### config.mk
export PLATFORM = sky130hd
export DESIGN_NAME = if_fetch_ctrl
export DESIGN_NICKNAME = d
export VERILOG_FILES = /design/src/rtl/if_fetch_ctrl.sv
export SDC_FILE = /design/constraint.sdc
export NUM_CORES = 1
export LEC_CHECK = 0
export BUFFER_PORTS_ARGS = -buffer_cell sky130_fd_sc_hd__buf_4
export CAP_MARGIN = 20
export CORE_UTILIZATION = 50
export DETAILED_ROUTE_END_ITERATION = 12
export HOLD_SLACK_MARGIN = 0.08
export PLACE_DENSITY = 0.77
export SLEW_MARGIN = 20
export SYNTH_ARGS = -nofsm -noshare
export SYNTH_HDL_FRONTEND = slang
export SYNTH_SLANG_ARGS = --single-unit
### constraint.sdc
create_clock -name clk -period 2.23 [get_ports clk]
set_input_delay 0.446 -clock clk [delete_from_list [all_inputs] [get_ports clk]]
set_output_delay 0.446 -clock clk [all_outputs]
set_load 0.005 [all_outputs]
### src/rtl/if_fetch_ctrl.sv
`default_nettype none
// ============================================================================
// Module  : if_fetch_ctrl
// Brief   : Instruction-fetch front end feeding the IF/ID register; optional
//           performance counters when FETCH_PERF_CNT_EN is defined.
// Revision: 1.0 - initial release
// ============================================================================
module if_fetch_ctrl #(
    parameter logic [31:0] RESET_PC = 32'h0000_0000,
    parameter int unsigned PC_STEP  = 4
) (
    input  logic        clk,
    input  logic        rst,
    input  logic        stall,
    input  logic        redirect_valid,
    input  logic [31:0] redirect_pc,
    output logic        imem_req,
    output logic [31:0] imem_addr,
    input  logic        imem_ack,
    input  logic [31:0] imem_rdata,
    output logic [31:0] pc_incr,
    output logic [31:0] instr,
    output logic [25:0] jumpoffset,
    output logic        out_valid
`ifdef FETCH_PERF_CNT_EN
    ,
    output logic [31:0] fetch_count,
    output logic [15:0] discard_count
`endif
);

    localparam logic [31:0] c_pc_step = 32'(PC_STEP);

    typedef enum logic [1:0] {
        ST_FETCH = 2'd0,
        ST_HOLD  = 2'd1,
        ST_DRAIN = 2'd2
    } state_t;

    state_t      r_state, w_state_nxt;
    logic [31:0] r_pc, w_pc_nxt;
    logic [31:0] r_pc_pending, w_pc_pending_nxt;
    logic [31:0] r_buf_pc_incr, w_buf_pc_incr_nxt;
    logic [31:0] r_buf_instr, w_buf_instr_nxt;
    logic [31:0] r_pc_incr, w_pc_incr_nxt;
    logic [31:0] r_instr, w_instr_nxt;
    logic        r_out_valid, w_out_valid_nxt;
    logic        w_load;
    logic        w_discard;
    logic [31:0] w_pc_plus;
    logic [31:0] w_redirect_pc;
    logic        w_slot_free;

    assign w_pc_plus     = r_pc + c_pc_step;
    assign w_redirect_pc = {redirect_pc[31:2], 2'b00};
    assign w_slot_free   = !stall || !r_out_valid;

    // DRAIN keeps requesting the old pc so the handshake is never abandoned.
    assign imem_req   = !rst && (r_state == ST_FETCH || r_state == ST_DRAIN);
    assign imem_addr  = r_pc;
    assign pc_incr    = r_pc_incr;
    assign instr      = r_instr;
    assign jumpoffset = r_instr[25:0];
    assign out_valid  = r_out_valid;

    always_comb begin
        w_state_nxt       = r_state;
        w_pc_nxt          = r_pc;
        w_pc_pending_nxt  = r_pc_pending;
        w_buf_pc_incr_nxt = r_buf_pc_incr;
        w_buf_instr_nxt   = r_buf_instr;
        w_pc_incr_nxt     = r_pc_incr;
        w_instr_nxt       = r_instr;
        w_out_valid_nxt   = r_out_valid;
        w_load            = 1'b0;
        w_discard         = 1'b0;
        case (r_state)
            ST_FETCH: begin
                if (redirect_valid) begin
                    w_out_valid_nxt = 1'b0;
                    if (imem_ack) begin
                        w_pc_nxt  = w_redirect_pc;
                        w_discard = 1'b1;
                    end else begin
                        w_pc_pending_nxt = w_redirect_pc;
                        w_state_nxt      = ST_DRAIN;
                    end
                end else if (imem_ack) begin
                    w_pc_nxt = w_pc_plus;
                    if (w_slot_free) begin
                        w_pc_incr_nxt   = w_pc_plus;
                        w_instr_nxt     = imem_rdata;
                        w_out_valid_nxt = 1'b1;
                        w_load          = 1'b1;
                    end else begin
                        w_buf_pc_incr_nxt = w_pc_plus;
                        w_buf_instr_nxt   = imem_rdata;
                        w_state_nxt       = ST_HOLD;
                    end
                end else if (!stall) begin
                    w_out_valid_nxt = 1'b0;
                end
            end
            ST_HOLD: begin
                if (redirect_valid) begin
                    w_out_valid_nxt   = 1'b0;
                    w_buf_pc_incr_nxt = 32'h0;
                    w_buf_instr_nxt   = 32'h0;
                    w_pc_nxt          = w_redirect_pc;
                    w_state_nxt       = ST_FETCH;
                end else if (!stall) begin
                    w_pc_incr_nxt   = r_buf_pc_incr;
                    w_instr_nxt     = r_buf_instr;
                    w_out_valid_nxt = 1'b1;
                    w_load          = 1'b1;
                    w_state_nxt     = ST_FETCH;
                end
            end
            ST_DRAIN: begin
                w_out_valid_nxt = 1'b0;
                if (redirect_valid) begin
                    w_pc_pending_nxt = w_redirect_pc;
                end
                // A redirect arriving with the ack is the newest target.
                if (imem_ack) begin
                    w_pc_nxt    = redirect_valid ? w_redirect_pc : r_pc_pending;
                    w_discard   = 1'b1;
                    w_state_nxt = ST_FETCH;
                end
            end
            default: begin
                w_state_nxt = ST_FETCH;
            end
        endcase
    end

    always_ff @(posedge clk) begin
        if (rst) begin
            r_state       <= ST_FETCH;
            r_pc          <= RESET_PC;
            r_pc_pending  <= 32'h0;
            r_buf_pc_incr <= 32'h0;
            r_buf_instr   <= 32'h0;
            r_pc_incr     <= 32'h0;
            r_instr       <= 32'h0;
            r_out_valid   <= 1'b0;
        end else begin
            r_state       <= w_state_nxt;
            r_pc          <= w_pc_nxt;
            r_pc_pending  <= w_pc_pending_nxt;
            r_buf_pc_incr <= w_buf_pc_incr_nxt;
            r_buf_instr   <= w_buf_instr_nxt;
            r_pc_incr     <= w_pc_incr_nxt;
            r_instr       <= w_instr_nxt;
            r_out_valid   <= w_out_valid_nxt;
        end
    end

`ifdef FETCH_PERF_CNT_EN
    logic [31:0] r_fetch_count;
    logic [15:0] r_discard_count;

    always_ff @(posedge clk) begin
        if (rst) begin
            r_fetch_count   <= 32'h0;
            r_discard_count <= 16'h0;
        end else begin
            if (w_load) begin
                r_fetch_count <= r_fetch_count + 32'd1;
            end
            if (w_discard && r_discard_count != 16'hFFFF) begin
                r_discard_count <= r_discard_count + 16'd1;
            end
        end
    end

    assign fetch_count   = r_fetch_count;
    assign discard_count = r_discard_count;
`else
    logic w_unused_cnt;
    assign w_unused_cnt = w_load ^ w_discard;
`endif

endmodule
`default_nettype wire
==> results.md <==
- Status: finished clean
- Leak Pwr: 4.76 nW
- PD cells: 849 nW/um^2
- Buf/Inv on CP: 3
- Max-Cap Viols: 0
- Seq pwr share: 40.9%
- First-pass GRT wire length: 44,000 um
- Die ar.: 19,600 um^2
- Vias: 9,172
- Synth Warn #: 0
- Critical Path, Cell by Cell: inv_1, ha_1, buf_4, mux2i_2, o32a_2, buf_6, a211oi_1, nor3_1
- Largest net degree at the start of global routing: 70
- Slowest CP cell: o32a_2
- Drt pass-1 iters: 5
- Initial antenna violation count: 0
- Worst VDD drop: 0.605 mV
- CP Launch Type: flop
- Syn avg cell area: 8.13 um^2
- Worst Path Max Fanout: 26
- Slew @ Worst Pin: 0.659 ns
- R2R Path Start: r_state[1]
- Largest area contributor in the netlist: dfxtp_1
- RSZ-0062 raised after global routing: true
- Share of the yosys chip area belonging to registers: 41.1%
- DRC: 0
- Switching pwr: 3.23 mW
- Vias in the first global route: 8,477
- Nets: 1,387
- Worst Setup Path Type: reg -> reg
- I/O pin count: 193
- Placed cell count: 1,527
- Final setup violation count: 0
- Final Max Tran Viols: 0
- CTS H-Tree Depth: 4
- Number of synthesized flops with an enable pin: 0
- FF+latch count, synth: 195
- Filler cells: 1,582
- Combinational fraction of design power: 27.3%
- TritonCTS clock tree: yes
- Worst setup endpoint: instr[18]
- Distinct cells, synth: 75
- Post-synthesis async set-or-reset flop share: 0%
- Crit path launch: r_state[1]
- Post-synth net total: 1,244
- Die extent in x: 140 um
- Crit path DAT: 2.47 ns
- Clk_lat worst skew: 0.44 ns
- Synthesis-to-layout area growth: 25.1%
- Core area: 18,600 um^2
- Hold Violations, Final: 0
- Post-synthesis cell area: 9510 um^2
- Die span in y: 140 um
- CTS max path bufs: 2
- Clock share of power: 31.8%
- Clock Skews: 0.00753 ns
- Min Clock Period, post-route: 2.16 ns
- Site Rows: 50
- Clock root cell: clkbuf_16
- Routed Antenna Nets: 0
- Worst-path clk slew: 0.07 ns
- Mapped Cells: 1,170
- Reg2reg path depth: 8
- Rel. slew slack: 56.1%
- Top_reg_cell synth: dfxtp_1
- Wire per inst: 17.4 um
- Crit path largest cell delay: 0.44 ns
- Final core occ: 63.8%
- RR Endpoint: instr[18]
- Data required, critical path: 2.54 ns
- Final period util: 96.7%
- Routed vias/inst: 5.88
- Layout cells sized above 1: 24.7%
- Hold Buf Count CTS: 0
- Starting density of the core: 51.0%
- Net Sw Frac: 31.9%
- Port bufs: 190
- Share of the synthesized area in the top cell type: 41.1%
- Worst Setup End Kind: flop
- Top Family by Delay on Critical Path: compound AO/OA/AOI/OAI gates
- GRT Overall Usage: 28.0%
- Fin cells: 1,560
- Synth top area cells: dfxtp_1 (41%), nand2_1 (7.5%), a21oi_1 (7.3%)
- ANT cells: 0
- Pint: 6.88 mW
- Number of CTS-inserted buffers: 17
- Final WL: 27,200 um
- CTS Sinks: 195
- Reg2reg setup slack: 0.07 ns
- Min-Delay Path Class: in -> reg
- Drt first-iter violations: 904
- Post-DP HPWL: 18,700 um
- GRT overflow: 0
- CP Depth: 8
- GP Congestion: 0.943
- F_max: 0.464 GHz
==> worst min-delay path, stage by stage <==
cell     delay [ns]
buf_4          0.11
nand2_1        0.05
a21oi_1        0.05
==> per-layer routing <==
metal	global-route usage, %	up-vias	share of wire, %
li1	-	4427	-
met1	37.1	4305	43
met2	45.9	403	47
met3	5.30	37	7.5
met4	8.62	0	2.0
met5	0	-	0
==> through the flow <==
stage	setup slack, ns	hold slack (ns)	cell area [um^2]	setup TNS [ns]	total power, mW
floorplan	0.140	0.424	9510	0	5.76
global placement	0.125	0.433	11200	0	6.81
detailed placement	0.0625	0.438	11200	0	6.87
CTS	0.0475	0.253	11800	0	10.1
global route	-0.0392	0.249	11900	-0.0918	10.6
finish	0.0731	0.262	11900	0	10.1
==> cell usage after synthesis (14+ instances only) <==
master and count:
dfxtp_1 195, nand2_1 189, a21oi_1 138, nor2_1 72
clkbuf_1 63, nor3_1 46, a211oi_1 44, nor2b_1 38
buf_4 32, buf_2 28, nand3_1 22, and3_1 21
o21ai_0 20, o2bb2ai_1 16, o22ai_1 14, xor2_1 14
==> cells by family after synthesis <==
| family | count (synthesis) | share of synthesized area (%) |
|---|---|---|
| muxes | 18 | 2.00 |
| AOI/OAI and AO/OA | 332 | 23.2 |
| DFF | 195 | 41.1 |
| xor gates and xnor gates | 26 | 2.40 |
| adders and majority gates | 5 | 0.658 |
| buffers and inverters | 141 | 7.43 |
| and+or+nand+nor | 453 | 23.3 |
==> registers in the layout, summed over array words and instances, names as in the netlist <==
signal,flops
imem_addr,32
instr,32
pc_incr,32
r_buf_instr,32
r_buf_pc_incr,32
r_pc_pending,32
r_state,2
out_valid,1
==> timing repair <==
action	in CTS	in global routing
buffers inserted	0	0
setup endpoints to repair	0	73
endpoints found under the hold margin	0	0
gates resized for setup	0	22
==> how the worst min path moves through the flow <==
stage                            startpoint           endpoint  cells past startpoint
final                       redirect_pc[18]   r_pc_pending[18]                      3
after global routing        redirect_pc[16]   r_pc_pending[16]                      3
after CTS                   redirect_pc[16]   r_pc_pending[16]                      3
after detailed placement   r_buf_pc_incr[8]   r_buf_pc_incr[8]                      2
after global placement     r_buf_pc_incr[8]   r_buf_pc_incr[8]                      2
after floorplan           r_buf_pc_incr[13]  r_buf_pc_incr[13]                      1
==> cell usage in the layout, fill, tap and decap left out, types with 16 or more instances in the layout <==
cell and count:
nand2_1 188, and3_1 21, nand3_1 22, dfxtp_1 195, clkbuf_16 17, a211oi_1 41, nor3_1 46, a21oi_1 137
nor2_1 71, buf_4 238, o2bb2ai_1 16, o21ai_0 20, nor2b_1 38
==> layout make-up <==
cell class	count	area, um^2	area share (%)
sequential	195	3900	32.8
clock buffer	19	443	3.72
timing repair buffer	254	2050	17.2
tap	234	293	2.46
clock inverter	13	171	1.44
inverter	11	41.3	0.347
multi-input combinational	834	5000	42.0
==> power groups by stage <==
stage                     Sequential (mW)  Combinational (mW)  Clock (mW)
after floorplan                      4.16                1.60           0
after global placement               4.19                2.63           0
after detailed placement             4.20                2.67           0
after CTS                            4.12                2.69        3.24
after global routing                 4.18                3.01        3.40
final                                4.13                2.76        3.21
Note: power is estimated with default switching activity, not from simulation.
